**config.mk**
```make
export PLATFORM = sky130hd
export DESIGN_NAME = fetch_unit
export DESIGN_NICKNAME = d
export VERILOG_FILES = /design/src/rtl/fetch_unit.sv
export SDC_FILE = /design/constraint.sdc
export NUM_CORES = 1
export LEC_CHECK = 0
export ABC_AREA = 1
export CAP_MARGIN = 10
export CORE_MARGIN = 2
export CORE_UTILIZATION = 46
export DETAILED_ROUTE_END_ITERATION = 8
export GPL_TIMING_DRIVEN = 0
export PLACE_DENSITY = 0.79
export SLEW_MARGIN = 5
export SYNTH_ARGS = -nofsm -noshare
export SYNTH_HDL_FRONTEND = slang
export SYNTH_SLANG_ARGS = --single-unit
```
**constraint.sdc**
```tcl
create_clock -name clk -period 2.1 [get_ports clk]
set_clock_uncertainty 0.2 [all_clocks]
set_input_delay 0.42 -clock clk [delete_from_list [all_inputs] [get_ports clk]]
set_output_delay 0.42 -clock clk [all_outputs]
set_load 0.03 [all_outputs]
```
**src/rtl/fetch_unit.sv**
```systemverilog
// Instruction fetch stage: PC register, one-cycle IF/ID register, relative redirect with flush.
// Optional FETCH_ABS_JMP_EN adds jmp_abs for absolute redirect targets.
module fetch_unit #(
  parameter int                   PC_W      = 8,
  parameter int                   INSTR_W   = 8,
  parameter logic [PC_W-1:0]      RESET_PC  = '0,
  parameter logic [INSTR_W-1:0]   NOP_INSTR = '0
) (
  input  logic               clk,
  input  logic               reset,
  input  logic               stall,
  input  logic               redirect,
`ifdef FETCH_ABS_JMP_EN
  input  logic               jmp_abs,
`endif
  input  logic [PC_W-1:0]    jmp_offset,
  output logic [PC_W-1:0]    imem_addr,
  input  logic [INSTR_W-1:0] imem_data,
  output logic [INSTR_W-1:0] if_instr,
  output logic [PC_W-1:0]    if_pc,
  output logic               if_valid
);

  logic [PC_W-1:0] pc;
  logic [PC_W-1:0] target;

  assign imem_addr = pc;

  // Target is relative to the instruction being presented, not the in-flight fetch.
`ifdef FETCH_ABS_JMP_EN
  assign target = jmp_abs ? jmp_offset : PC_W'(if_pc + jmp_offset);
`else
  assign target = PC_W'(if_pc + jmp_offset);
`endif

  always_ff @(posedge clk or negedge reset) begin
    if (!reset) begin
      pc       <= RESET_PC;
      if_instr <= NOP_INSTR;
      if_pc    <= RESET_PC;
      if_valid <= 1'b0;
    end else if (redirect) begin
      // Flush the wrong-path fetch; if_pc is left as-is since it is don't-care here.
      pc       <= target;
      if_instr <= NOP_INSTR;
      if_valid <= 1'b0;
    end else if (!stall) begin
      pc       <= PC_W'(pc + 1'b1);
      if_instr <= imem_data;
      if_pc    <= pc;
      if_valid <= 1'b1;
    end
  end

endmodule

```
# Word-level counts from Yosys, hierarchy flattened
# Index checks and enable logic that the tools add are counted.
[totals]
wordCells = 16
input_bits = 20
mem_count = 0
ram_bits = 0
romBits = 0
latchBits = 0
regBits = 25
out_inout_bits = 25
[classes]
muxes = 6
n_div = 0
n_mul = 0
reduce_logical = 1
order_cmp = 0
addsub = 2
shift = 0
n_eq_ne = 1
bitwise = 2
[op_table]
columns = ["operator", "count"]
rows = [
  ["two-way mux 8 bit", 4],
  ["adder 8 x 1 -> 8 bit, second input constant", 1],
  ["adder 8 bit", 1],
  ["two-way mux 1 bit", 2],
  ["!= test 2 x 1 -> 1 bit, second input constant", 1],
  ["inverter 1 bit", 2],
  ["AND reduction 2 bit", 1],
]

# Logic depth before layout (Yosys ltp)
[logic_depth]
word_depth = 3
ltp_mapped = 10
ltp_nobuf = 10

# Worst setup path before layout
# No wires, ideal clock.
[synth_path]
kind = "register to register"
start = "register if_pc[0]"
end = "register pc[4], in the netlist imem_addr[4]"
slack_ns = 0.209
required_time_ns = 1.779
arrival_time_ns = 1.569
period_less_slack_ns = 1.891
stages_incl_launch_ff = 8
cell_sequence = "dfrtp_1 > ha_1 > inv_1 > fa_1 > o21bai_1 > nor2_1 > nor3b_1 > nor2_1"
[synth_via]
elab_chain_cells = 2
[synth_lines]
columns = ["item", "line", "source"]
rows = [
  ["start, declared", "20", "output logic [PC_W-1:0] if_pc,"],
  ["start signal, assigned", "50", "if_pc <= pc;"],
  ["adder 8 bit", "33", "assign target = PC_W'(if_pc + jmp_offset);"],
  ["two-way mux 8 bit", "42", "end else if (redirect) begin"],
  ["end signal, assigned", "44", "pc <= target;"],
  ["end signal, assigned", "48", "pc <= PC_W'(pc + 1'b1);"],
  ["end, declared", "24", "logic [PC_W-1:0] pc;"],
]
# Every way passes these cells.
# A chain may end at the register's enable or synchronous reset.

# Worst setup path in the final report
[layout_path]
start = "register pc[6], in the netlist imem_addr[6]"
end = "output imem_addr[6]"
[layout_rtl]
columns = ["item", "line", "source"]
rows = [
  ["end, declared", "17", "output logic [PC_W-1:0] imem_addr,"],
]
# No word-level cell between the ends.

==> metrics.csv <==
stage,metric,value,unit
die,die_height,60.6,µm
timing,final-hold-violation-count,0,
clocking,clk_latency,0.31,ns
timing,setup_viol,0,
timing,maxSlewViolCount,0,
worst_setup_path,critPathRequiredTime,1.48,ns
worst_setup_path,crit_buf_inv,1,
routing,drtAntennaViolNets,0,
power_and_ir_drop,ir_drop,0.583,mV
hold_path,hp-class,primary input to register,
cells_and_area,diodes,0,
place,gp_congestion,0.814,
timing,whs,0.176,ns
global_routing,grtUsageMet1,27.3,%
global_routing,met3_usage,3.20,%
worst_setup_path,crit_path_top_delay_cell,clkdlybuf4s50_1,
outcome,outcome,finished clean,
clocking,cts_setup_buffers,0,
timing,tightestPinTransition,1.05,ns
synthesis,ys_ff_latch,25,
global_routing,grt_pass1_wl,5600,µm
place,dp_hpwl,2460,µm
power_and_ir_drop,powerDensity,978,nW/µm²
routing,drt_iter0_drc,52,
timing,rsz0062_at_grt,no,
timing,clock.fmax,0.490,GHz
worst_setup_path,worstPathArrival,1.42,ns
routing,first_pass_iters,4,
die,initial_core_util,48.2,%
timing,setup_tns,0,ns
worst_setup_path,max_stage_delay,0.69,ns
clocking,ctsLongestPathBuffers,2,
job,cap_violations,0,
routing,wl_per_cell,11.8,µm
synthesis,syn_nets,217,
synthesis,ys_seq_area_share,42.5,%
global_routing,grt_max_degree,26,
timing,period_share,97.1,%
timing,period_needed,2.04,ns
global_routing,grt_overflow_total,0,
cells_and_area,drive_gt1_share,7.23,%
global_routing,grtUsageMet2,34.3,%
clocking,clk_pin_slew,0.13,ns
cells_and_area,layout.nets,265,
timing,relSlewSlack,29.8,%
synthesis,avgSynthCellArea,7.83,µm²
global_routing,grt_pass1_vias,1286,
power_and_ir_drop,p_leak,0.00105,µW
worst_setup_path,cp_top_family,buffers and inverters,
cells_and_area,fill_cells,273,
routing,vias,1369,
worst_setup_path,path_max_fanout,4,
die,io-pin-count,45,
worst_setup_path,path_class,register to output pin,
worst_setup_path,crit_chain,clkdlybuf4s50_1,
die,fp.dieW,60.6,µm
die,core,3050,µm²
worst_setup_path,r2r_start,if_pc[0],
clocking,cts-root-buf,clkbuf_4,
synthesis,yosysWarningCount,0,
routing,drc_errors,0,
die,placementRows,20,
clocking,cts_tree,built,
synthesis,mappedNetlistArea,1470,µm²
place,portBuffers,43,
cells_and_area,final_cell_mix,"nand2_1, clkdlybuf4s50_1, inv_1",
clocking,ctsHtreeMaxLevel,1,
routing,via_per_inst,4.91,
global_routing,busiest_layer,met2,
synthesis,synthCells,188,
cells_and_area,synthToLayoutAreaGrowth,35.5,%
routing,wirelength,3280,µm
die,die_area,3670,µm²
clocking,numCtsBuffers,3,
hold_path,hold_start,redirect,
synthesis,yosys.cell_types.count,25,
clocking,cts.sinks,25,
worst_setup_path,startpoint_type,register,
global_routing,grt_use_total,20.2,%
cells_and_area,final_common_cell,nand2_1,
global_routing,antenna_found_initial,0,
worst_setup_path,crit_start,imem_addr[6],
worst_setup_path,endpoint_kind,output pin,
area by class of cell:
cell class	instances	area (µm²)	share of cell area [%]
Multi-Input combinational cell	129	707	35.5
Sequential cell	25	626	31.4
Timing Repair Buffer	43	439	22.0
Inverter	30	113	5.65
Tap cell	44	55.1	2.76
Buffer	4	26.3	1.32
Clock buffer	3	22.5	1.13
Clock inverter	1	5.00	0.251
logic make-up (layout without fill, tap and decap cells):
kind of cell               count (synthesis)  after routing  share of synthesized area (%)
xor gates and xnor gates                   3              3                           1.79
adders and majority gates                  9              9                           8.16
buffers and inverters                     34             81                           9.44
and+or+nand+nor                           90             90                           26.4
DFF                                       25             25                           42.5
AOI/OAI and AO/OA                         27             27                           11.7
sequential cells by signal, summed over array words and instances (netlist names):
register and count:
if_instr 8, if_pc 8, if_valid 1, imem_addr 8
report_power, final:
group	internal [µW]	total [µW]	switching, µW
Sequential	590	722	132
Clock	71.3	210	139
Combinational	411	1020	605
Total	1070	1950	876
what timing repair did:
item                                    in CTS  in global routing
hold buffers                                 0                  0
endpoints found under the hold margin        0                  0
resized for setup                            3                  5
endpoints found under the setup margin       3                  6
pin swaps                                    0                  1
gates cloned                                 0                  0
per-layer routing:
metal	up-vias	share of wire, %
met4	0	1.3
met1	618	46
met5	-	0
met3	6	6.2
li1	699	-
met2	46	46
tightest hold or removal path, delay by kind of cell:
kind / cells / cell delay [ns]
AO/OA/AOI/OAI: 1 / 0.07
AND/OR/NAND/NOR: 1 / 0.05
buffers and inverters: 1 / 0.13
path summary, 6_finish.rpt:
| check | endpoint | slack, ns | depth (start not counted) |
|---|---|---|---|
| min | imem_addr[0] | 0.18 | 3 |
| min reg2reg | if_valid | 0.31 | 2 |
| max | imem_addr[6] | 0.06 | 1 |
| max in group asynchronous | imem_addr[2] | 0.61 | 1 |
| max reg2reg | imem_addr[4] | 0.26 | 7 |
| min in group asynchronous | if_instr[7] | 0.46 | 1 |
cells in the mapped netlist:
cell,number,area share [%]
ha_1,8,6.8
o21bai_1,1,0.51
o21ai_1,4,1.4
buf_2,3,1.0
nor2_1,14,3.6
o21ai_0,4,1.4
inv_1,27,6.9
nor2_4,1,0.77
nor3_1,1,0.34
nand3_1,12,4.1
inv_2,3,0.77
xor2_1,3,1.8
nand2_2,3,1.3
a22o_1,8,4.8
nor2_2,2,0.85
nand4_1,3,1.3
dfrtp_1,25,43
nand2_1,52,13
a21oi_1,7,2.4
and2_1,1,0.43
nor3b_1,1,0.51
o22ai_1,2,0.85
buf_6,1,0.77
fa_1,1,1.4
o211ai_1,1,0.51
per-stage QoR:
step	setup slack [ns]	instances	utilization [%]	power [µW]	instance area, µm²
floorplan	0.209	188	-	1380	1470
detailed placement	-0.236	275	64.1	1770	1960
CTS	0.00591	279	64.9	1970	1980
finish	0.0610	279	65.3	1950	1990
global route	0.00377	279	65.3	2130	1990
global placement	-0.212	275	64.1	1750	1960
Power figures use the tool's default switching activity.
